`src/rtl/l2_refill_pkg.sv`:
```
// Shared types and constants for the L2 DDR refill controller.
package l2_refill_pkg;

    typedef enum logic [1:0] {
        IDLE  = 2'd0,
        RUN   = 2'd1,
        DRAIN = 2'd2
    } refillState_e;

    localparam int L2_LINES         = 512;
    localparam int L2_RESERVE_LINES = 1;
    localparam int DDR_BEAT_BYTES   = 16;

    // Occupancy in whole 8-word lines, a partly filled line counts as used.
    function automatic logic [9:0] usedLines(input logic [11:0] unreadWords);
        return {1'b0, unreadWords[11:3]} + {9'd0, |unreadWords[2:0]};
    endfunction

endpackage

```
`src/rtl/l2_refill_fifo.sv`:
```
// Return-beat buffer between the DDR read port and L2 port B.
// Push and pop may coincide at any occupancy; a pushed beat shows at the head
// only from the following cycle.
module l2_refill_fifo #(
    parameter int DEPTH = 16,
    parameter int WIDTH = 128
) (
    input  logic                     clk_i,
    input  logic                     rst_i,
    input  logic                     push_i,
    input  logic [WIDTH-1:0]         data_i,
    input  logic                     pop_i,
    output logic [WIDTH-1:0]         head_o,
    output logic                     empty_o,
    output logic                     full_o,
    output logic [$clog2(DEPTH):0]   count_o
);

    localparam int PTR_W = $clog2(DEPTH);
    localparam int CNT_W = PTR_W + 1;

    logic [WIDTH-1:0] mem_q [DEPTH];
    logic [PTR_W-1:0] rdPtr_q;
    logic [PTR_W-1:0] wrPtr_q;
    logic [CNT_W-1:0] count_q;
    logic             doPush;
    logic             doPop;

    assign doPop   = pop_i && (count_q != '0);
    assign doPush  = push_i && ((count_q != CNT_W'(DEPTH)) || doPop);
    assign head_o  = mem_q[rdPtr_q];
    assign empty_o = (count_q == '0);
    assign full_o  = (count_q == CNT_W'(DEPTH));
    assign count_o = count_q;

    // Storage array, deliberately left without reset.
    always_ff @(posedge clk_i) begin
        if (doPush) begin
            mem_q[wrPtr_q] <= data_i;
        end
    end

    // Pointer and occupancy bookkeeping.
    always_ff @(posedge clk_i) begin
        if (rst_i) begin
            rdPtr_q <= '0;
            wrPtr_q <= '0;
            count_q <= '0;
        end else begin
            if (doPush) begin
                wrPtr_q <= wrPtr_q + PTR_W'(1);
            end
            if (doPop) begin
                rdPtr_q <= rdPtr_q + PTR_W'(1);
            end
            case ({doPush, doPop})
                2'b10:   count_q <= count_q + CNT_W'(1);
                2'b01:   count_q <= count_q - CNT_W'(1);
                default: count_q <= count_q;
            endcase
        end
    end

endmodule

```
`src/rtl/l2_ddr_refill_ctrl.sv`:
```
// Refill controller: issues DDR burst reads from a programmed base address,
// buffers the returned beats and writes them into L2 port B, throttled by L2
// occupancy and stalled while the L1/DDR conflict flag is high.
module l2_ddr_refill_ctrl
    import l2_refill_pkg::*;
#(
    parameter int BURST_BEATS = 8,
    parameter int FIFO_DEPTH  = 16,
    parameter int DDR_ADDR_W  = 28
) (
    input  logic                  clk_166M66,
    input  logic                  mcu_sys_rst,
    input  logic                  i_refill_start,
    input  logic [DDR_ADDR_W-1:0] i_refill_base_addr,
    input  logic                  i_refill_stop,
    output logic                  o_refill_busy,
    output logic                  o_ddr_cmd_valid,
    input  logic                  i_ddr_cmd_ready,
    output logic [DDR_ADDR_W-1:0] o_ddr_cmd_addr,
    input  logic                  i_ddr_rd_valid,
    input  logic [127:0]          i_ddr_rd_data,
    input  logic [11:0]           i_l2_unread_size,
    input  logic                  i_l1ddr_rw_confilicts,
    output logic                  o_ddr_operate_enable,
    output logic                  o_ddr_rw,
    output logic [127:0]          o_l2_wr_data
);

    localparam int CNT_W = $clog2(FIFO_DEPTH) + 1;
    localparam logic [DDR_ADDR_W-1:0] ADDR_STEP  = DDR_ADDR_W'(BURST_BEATS * DDR_BEAT_BYTES);
    localparam logic [DDR_ADDR_W-1:0] ALIGN_MASK = ~DDR_ADDR_W'(DDR_BEAT_BYTES - 1);
    localparam logic [15:0]           LINE_LIMIT = 16'(L2_LINES - L2_RESERVE_LINES);

    refillState_e          state_q,    state_d;
    logic [CNT_W-1:0]      pending_q,  pending_d;
    logic                  cmdValid_q, cmdValid_d;
    logic [DDR_ADDR_W-1:0] cmdAddr_q,  cmdAddr_d;

    logic                  cmdAccept;
    logic                  l2Write;
    logic                  spaceOk;
    logic [15:0]           pendAfterBurst;
    logic [127:0]          fifoHead;
    logic                  fifoEmpty;
    logic                  fifoFull;
    logic [CNT_W-1:0]      fifoCount;

    l2_refill_fifo #(
        .DEPTH (FIFO_DEPTH),
        .WIDTH (128)
    ) u_fifo (
        .clk_i   (clk_166M66),
        .rst_i   (mcu_sys_rst),
        .push_i  (i_ddr_rd_valid),
        .data_i  (i_ddr_rd_data),
        .pop_i   (l2Write),
        .head_o  (fifoHead),
        .empty_o (fifoEmpty),
        .full_o  (fifoFull),
        .count_o (fifoCount)
    );

    assign cmdAccept            = cmdValid_q && i_ddr_cmd_ready;
    assign l2Write              = !fifoEmpty && !i_l1ddr_rw_confilicts && !mcu_sys_rst;
    assign o_ddr_operate_enable = l2Write;
    assign o_l2_wr_data         = (fifoEmpty || mcu_sys_rst) ? '0 : fifoHead;
    assign o_ddr_rw             = !mcu_sys_rst;
    assign o_refill_busy        = (state_q != IDLE);
    assign o_ddr_cmd_valid      = cmdValid_q;
    assign o_ddr_cmd_addr       = cmdAddr_q;

    // Next-state: pending count, space check against buffer and L2 lines, FSM and command handshake.
    always_comb begin
        pending_d = pending_q;
        if (cmdAccept) begin
            pending_d = pending_d + CNT_W'(BURST_BEATS);
        end
        if (l2Write) begin
            pending_d = pending_d - CNT_W'(1);
        end

        pendAfterBurst = 16'(pending_d) + 16'(BURST_BEATS);
        spaceOk = (pendAfterBurst <= 16'(FIFO_DEPTH)) &&
                  ((pendAfterBurst + 16'(usedLines(i_l2_unread_size))) <= LINE_LIMIT);

        state_d   = state_q;
        cmdAddr_d = cmdAddr_q;
        if (cmdAccept) begin
            cmdAddr_d = cmdAddr_q + ADDR_STEP;
        end

        case (state_q)
            IDLE: begin
                if (i_refill_start) begin
                    state_d   = RUN;
                    cmdAddr_d = i_refill_base_addr & ALIGN_MASK;
                end
            end
            RUN: begin
                if (i_refill_stop) begin
                    state_d = DRAIN;
                end
            end
            DRAIN: begin
                if ((pending_d == '0) && !cmdValid_q) begin
                    state_d = IDLE;
                end
            end
            default: state_d = IDLE;
        endcase

        if (cmdValid_q && !i_ddr_cmd_ready) begin
            cmdValid_d = 1'b1;
        end else begin
            cmdValid_d = (state_d == RUN) && spaceOk;
        end
    end

    // State registers with synchronous reset.
    always_ff @(posedge clk_166M66) begin
        if (mcu_sys_rst) begin
            state_q    <= IDLE;
            pending_q  <= '0;
            cmdValid_q <= 1'b0;
            cmdAddr_q  <= '0;
        end else begin
            state_q    <= state_d;
            pending_q  <= pending_d;
            cmdValid_q <= cmdValid_d;
            cmdAddr_q  <= cmdAddr_d;
        end
    end

    // A beat landing on a full buffer, or more buffered beats than requested, means the DDR side misbehaved.
    always_ff @(posedge clk_166M66) begin
        if (!mcu_sys_rst) begin
            assert (!(i_ddr_rd_valid && fifoFull));
            assert (fifoCount <= pending_q);
        end
    end

endmodule

```
`config.mk`:
```
export PLATFORM = sky130hd
export DESIGN_NAME = l2_ddr_refill_ctrl
export DESIGN_NICKNAME = d
export VERILOG_FILES = /design/src/rtl/l2_refill_pkg.sv /design/src/rtl/l2_refill_fifo.sv /design/src/rtl/l2_ddr_refill_ctrl.sv
export SDC_FILE = /design/constraint.sdc
export NUM_CORES = 2
export LEC_CHECK = 0
export CAP_MARGIN = 0
export CORE_MARGIN = 2
export CORE_UTILIZATION = 25
export CTS_BUF_LIST = sky130_fd_sc_hd__clkbuf_4
export DETAILED_ROUTE_END_ITERATION = 16
export PLACE_DENSITY = 0.43
export SETUP_SLACK_MARGIN = 0.2
export SYNTH_ARGS = -nofsm -noshare
export SYNTH_HDL_FRONTEND = slang
export SYNTH_HIERARCHICAL = 1
export SYNTH_SLANG_ARGS = --single-unit
```
`constraint.sdc`:
```
create_clock -name clk_166M66 -period 5.4 [get_ports clk_166M66]
set_input_delay 0.54 -clock clk_166M66 [delete_from_list [all_inputs] [get_ports clk_166M66]]
set_output_delay 0.54 -clock clk_166M66 [all_outputs]
set_load 0.01 [all_outputs]
```
Word-level counts from Yosys, hierarchy flattened
Memory sizes are Yosys's and may differ from the RTL's. A register that Yosys moved wholly into a read port is not among the register bits.
Index checks and enable logic that the tools add are counted.

operators by class
  reduce and logical (&&, ||, !) cells = 23
  multiplexer cells = 16
  $lt $le $gt $ge = 2
  eq/ne operators = 6
  add/subtract/negate cells = 10

operators with widths
  operator               number
  $mux 128               1
  $mux 28                3
  $add 28x8->28 const B  1
  $add 6x10->11          1
  $le 11x9->1 const B    1
  $add 9x1->10           1
  $logic_not 5->1        2
  $mux 5                 2
  $pmux 5 s2             1
  $sub 5x1->5 const B    2
  $logic_and 1x1->1      9
  $add 4x1->4 const B    2
  $mux 4                 2
  $add 5x4->6 const B    1
  $eq 2x1->1 const B     3
  $le 6x5->1 const B     1
  $mux 2                 3
  $pmux 2 s3             1
  $add 5x1->5 const B    1
  $add 5x4->5 const B    1
  $logic_not 1->1        5
  $ne 5x5->1 const B     1
  $reduce_bool 5->1      1
  $eq 2x2->1 const B     2
  5 further kinds        9

word-level totals
  output and inout port bits = 160
  memories kept = 1
  bits of input ports = 175
  logic and storage cells = 65
  RAM bits = 2,048
  flip-flop bits (word level) = 49

memory list
  memory        words  width  rd ports  clocked after Yosys merged registers in  write ports  RTL line              text
  u_fifo.mem_q  16     128    1         1                                        1            l2_refill_fifo.sv:22  logic [WIDTH-1:0] mem_q [DEPTH];

Longest topological paths before layout
  depth in word-level cells = 12
  mapped depth = 13
  gate-level depth less buffers = 12

By module
Netlist, hierarchy kept.

modules (own cells, without submodules)
  module              cells each  area each (um2)  times used  sequential area each (um2)
  l2_refill_fifo      3,244       77,235.3         1           61,839.3
  l2_ddr_refill_ctrl  357         2,705.1          1           640.6

Worst setup path after synthesis
OpenSTA, ideal clock, no wires.

  path kind = register to register
  start = reg u_fifo.count_q[0] (netlist: u_fifo/count_o[0])
  end = mem u_fifo.mem_q[10][0] (enable)
  arrival time = 5,096 ps
  required time = 4,898 ps
  setup time = 502 ps
  stages on the path, launching flop included = 9
  setup slack = -197 ps
  path buffers = 1
  period minus slack after synthesis = 5,597 ps
  cell sequence = dfxtp_1 or4_4 buf_6 nor2_1 nor3_2 nand2b_1 o21ai_1 nor3b_1 and2_1

on the way
  longest elaborated chain between the ends = 9
  elaborated cells between the ends (all ways) = 11

RTL lines
  item                             RTL line                  text
  start, declared                  l2_refill_fifo.sv:25      logic [CNT_W-1:0] count_q;
  start signal, assigned           l2_refill_fifo.sv:57      2'b10: count_q <= count_q + CNT_W'(1);
  start signal, assigned           l2_refill_fifo.sv:58      2'b01: count_q <= count_q - CNT_W'(1);
  start signal, assigned           l2_refill_fifo.sv:59      default: count_q <= count_q;
  $logic_not 5->1                  l2_refill_fifo.sv:32      assign empty_o = (count_q == '0);
  named net fifoEmpty              l2_ddr_refill_ctrl.sv:44  logic fifoEmpty;
  $logic_not 1->1                  l2_ddr_refill_ctrl.sv:64  assign l2Write = !fifoEmpty && !i_l1ddr_rw_confilicts && !mcu_sys_rst;
  $logic_and 1x1->1 (2 in series)  l2_ddr_refill_ctrl.sv:64
  named net o_ddr_operate_enable   l2_ddr_refill_ctrl.sv:24  output logic o_ddr_operate_enable,
  $logic_and 1x1->1                l2_refill_fifo.sv:29      assign doPop = pop_i && (count_q != '0);
  $logic_or 1x1->1                 l2_refill_fifo.sv:30      assign doPush = push_i && ((count_q != CNT_W'(DEPTH)) || doPop);
  $logic_and 1x1->1                l2_refill_fifo.sv:30
  $mux 1                           l2_refill_fifo.sv:38      if (doPush) begin
  $mux 1 (not written as such)     l2_refill_fifo.sv:39      mem_q[wrPtr_q] <= data_i;
  end, declared                    l2_refill_fifo.sv:22

The timed path passes the listed nets, and every way through them passes these cells.

Worst setup path after layout
  start = reg u_fifo.count_q[0] (netlist: u_fifo/count_o[0])
  end = reg cmdValid_q (netlist: o_ddr_cmd_valid)

on the way
  longest elaborated chain between the ends = 12
  elaborated cells between the ends (all ways) = 17

RTL lines
  item                                                                   RTL line                   text
  $logic_not 5->1 *                                                      l2_refill_fifo.sv:32
  named net fifoEmpty                                                    l2_ddr_refill_ctrl.sv:44
  $logic_not 1->1 *                                                      l2_ddr_refill_ctrl.sv:64
  $logic_and 1x1->1 * (2 in series)                                      l2_ddr_refill_ctrl.sv:64
  $mux 5 *                                                               l2_ddr_refill_ctrl.sv:78   if (l2Write) begin
  named net pending_d[4]                                                 l2_ddr_refill_ctrl.sv:35   logic [CNT_W-1:0] pending_q, pending_d;
  parallel branches: the longest is 5 deep, another holds $add 6x10->11  -
  $logic_and 1x1->1 *                                                    l2_ddr_refill_ctrl.sv:115  cmdValid_d = (state_d == RUN) && spaceOk;
  $mux 1 *                                                               l2_ddr_refill_ctrl.sv:112  if (cmdValid_q && !i_ddr_cmd_ready) begin
  end signal, assigned                                                   l2_ddr_refill_ctrl.sv:129  cmdValid_q <= cmdValid_d;
  end, declared                                                          l2_ddr_refill_ctrl.sv:36   logic cmdValid_q, cmdValid_d;

Mark *: on every way through the listed nets, which the timed path passes.
A chain may end at the register's enable or synchronous reset.

==> impl_metrics.env <==
export IMPL_portBuffers=326
export IMPL_period_minus_slack_ps=4900
export IMPL_rsz0062_at_grt="no"
export IMPL_grt_max_degree=83
export IMPL_ctsHtreeMaxLevel=6
export IMPL_first_pass_iters=5
export IMPL_ant_nets=0
export IMPL_cap_violations=0
export IMPL_io_pins=335
export IMPL_tns_ps=0
export IMPL_drt_initial_drc_count=2573
export IMPL_power_switching_uw=8210
export IMPL_drc=0
export IMPL_final_util=0.310
export IMPL_drv_slew=0
export IMPL_ys_warn_count=6
export IMPL_hpwl_um=114000
export IMPL_clockBufferDepth=4
export IMPL_switching_share=0.234
export IMPL_coreArea_sq_um=318000
export IMPL_cp_slowest_cell="dlygate4sd3_1"
export IMPL_required_ps=6720
export IMPL_cts_tree="done"
export IMPL_crit_family="buffers and inverters"
export IMPL_grt_pass1_vias=44500
export IMPL_die_h_um=569
export IMPL_wl_met2_um=110000
export IMPL_relSlewSlack=0.260
export IMPL_insertion_delay_ps=1450
export IMPL_start_util=0.251
export IMPL_cp_data_arrival_time_ps=6220
export IMPL_clk_pin_slew_ps=50
export IMPL_period_share=0.907
export IMPL_ir_worst_vdd_mv=0.163
export IMPL_startpoint_type="register"
export IMPL_routed_wl_um=225000
export IMPL_avgSynthCellArea_sq_um=22.2
export IMPL_die_area_sq_um=324000
export IMPL_drive_gt1_frac=0.313
export IMPL_powerDensity_nw_per_um2=356
export IMPL_dpl_worst_slack_ps=984
export IMPL_cts_sinks=2097
export IMPL_synth_cells=3599
export IMPL_pwr_share_seq=0.520
export IMPL_p_comb_frac=0.073
export IMPL_max_freq_mhz=204
export IMPL_fin_ws_ps=501
export IMPL_clock_skew_ps=132
export IMPL_hold_violations=0
export IMPL_cp_slowest_stage_delay_ps=590
export IMPL_intPower_uw=26800
export IMPL_top_layer="met5"
export IMPL_p_clk_frac=0.407
export IMPL_gp_congestion=0.683
export IMPL_hp_class="in -> reg"
export IMPL_viasPerCell=4.45
export IMPL_routed_via_count=41100
export IMPL_status="complete, no violations"
export IMPL_wl_per_cell_um=24.4
export IMPL_synth_area_sq_um=79900
export IMPL_total_power_uw=35000
export IMPL_antenna_found_initial=44
export IMPL_track_usage=0.138
export IMPL_die_x_um=569
export IMPL_crit_top_cell="dlygate4sd3_1"
export IMPL_cts_inserted_buffers=584
export IMPL_gr_total_overflow=0
export IMPL_cp_max_fo=11
export IMPL_place_area_sq_um=88700
export IMPL_cts_root_buf="clkbuf_4"
export IMPL_crit_type="reg -> reg"
export IMPL_num_rows=207
export IMPL_end_kind="register"
export IMPL_worst_pin_slew_ps=1110
export IMPL_grt_pass1_wl_um=323000
export IMPL_final_area_sq_um=98500
export IMPL_areaGrowthSynthToFinish_pct=23.2
export IMPL_wl_met1_um=100000
export IMPL_path_buf_inv=4
export IMPL_path_cells="or4_4 > nor2_1 > buf_4 > or4b_4 > nor2_4 > mux2i_1 > xnor2_1 > ha_1 > ha_1 > o21a_1 > o2111ai_1 > dlygate4sd3_1 > o21ai_0 > dlygate4sd3_1 > o32ai_1 > dlygate4sd3_1"
export IMPL_setup_viol=0
export IMPL_wl_met3_um=11000
export IMPL_leakagePower_uw=0.0308
export IMPL_finalNetCount=4817
-- flip-flops by register name, indices dropped and copies added (netlist names), named ones only --
| name | count |
|---|---|
| u_fifo/wrPtr_q | 4 |
| o_ddr_cmd_addr | 24 |
| u_fifo/mem_q | 2048 |
| u_fifo/rdPtr_q | 4 |
| pending_q | 5 |
| state_q | 2 |
| u_fifo/count_o | 5 |
| o_ddr_cmd_valid | 1 |
-- cells in the final DEF, fill, tap and decap left out, types with 7 or more instances in the layout --
cell / count
inv_6: 18
and2_4: 13
clkbuf_4: 860
clkinvlp_4: 11
inv_1: 12
a22oi_1: 214
a211oi_1: 20
edfxtp_1: 2048
xnor2_1: 7
nand3_1: 12
dlygate4sd3_1: 210
diode_2: 16
clkinv_2: 9
nor2_1: 63
buf_4: 49
nand4_1: 7
xor2_1: 27
nor3_1: 7
and3_1: 8
ha_1: 16
mux4_2: 512
clkinv_4: 18
and2_1: 138
dfxtp_1: 45
buf_12: 41
clkinv_1: 72
o22ai_1: 43
a21oi_1: 10
nand2_1: 123
clkdlybuf4s50_1: 325
-- path summary, 6_finish.rpt --
kind	start	endpoint	slack, ps	cells after the start
setup / recovery	u_fifo/count_o[0]$_SDFFE_PP0P_	o_ddr_cmd_valid$_SDFF_PP0_	500	16
hold / removal	i_ddr_cmd_ready	pending_q[4]$_SDFF_PP0_	350	5
setup reg to reg	u_fifo/count_o[0]$_SDFFE_PP0P_	o_ddr_cmd_valid$_SDFF_PP0_	500	16
hold reg to reg	state_q[1]$_SDFF_PP0_	state_q[1]$_SDFF_PP0_	490	2
-- layer usage --
metal	track usage	vias up
met5	0	-
met4	0.0423	26
met3	0.0279	344
met2	0.227	1139
met1	0.182	21900
li1	-	17600
-- layout make-up --
type | instances | area, sq um
fill | 31100 | 220000
sequential | 2097 | 62500
multi-input combinational | 1296 | 16600
timing repair buffer | 633 | 6700
clock buffer | 860 | 6460
tap | 4180 | 5230
clock inverter | 139 | 868
inverter | 12 | 45.0
antenna | 16 | 40.0
-- power groups by stage --
stage          logic [uW]  clock network (uW)  registers, uW
2_1_floorplan        1250                   0          18500
3_3_place_gp         2430                   0          18600
3_5_place_dp         2450                   0          18600
4_1_cts              2680               14900          18200
5_1_grt              2810               15800          18200
6_report             2570               14200          18200
-- stage by stage --
stage / hold slack, ps / std cells
floorplan: 455 / 3602
global placement: 451 / 7990
detailed placement: 454 / 7990
CTS: 36.2 / 9217
global route: 201 / 9223
finish: 352 / 9233
-- repair_timing --
action,in CTS,in global routing
hold endpoints to repair,2060,0
setup buffers,15,0
setup endpoints to repair,125,0
hold buffers,210,0
resized for setup,9,0
-- worst reg2reg max path, delay by kind of cell (launching register included) --
| kind | cells | cell delay, ps |
|---|---|---|
| AOI/OAI and AO/OA | 4 | 520 |
| buffers and inverters | 4 | 1920 |
| adders and majority gates | 2 | 590 |
| and+or+nand+nor | 4 | 1000 |
| xor gates and xnor gates | 1 | 180 |
| DFF | 1 | 460 |
| muxes | 1 | 240 |
No activity file was read; power rests on OpenSTA's default activity.
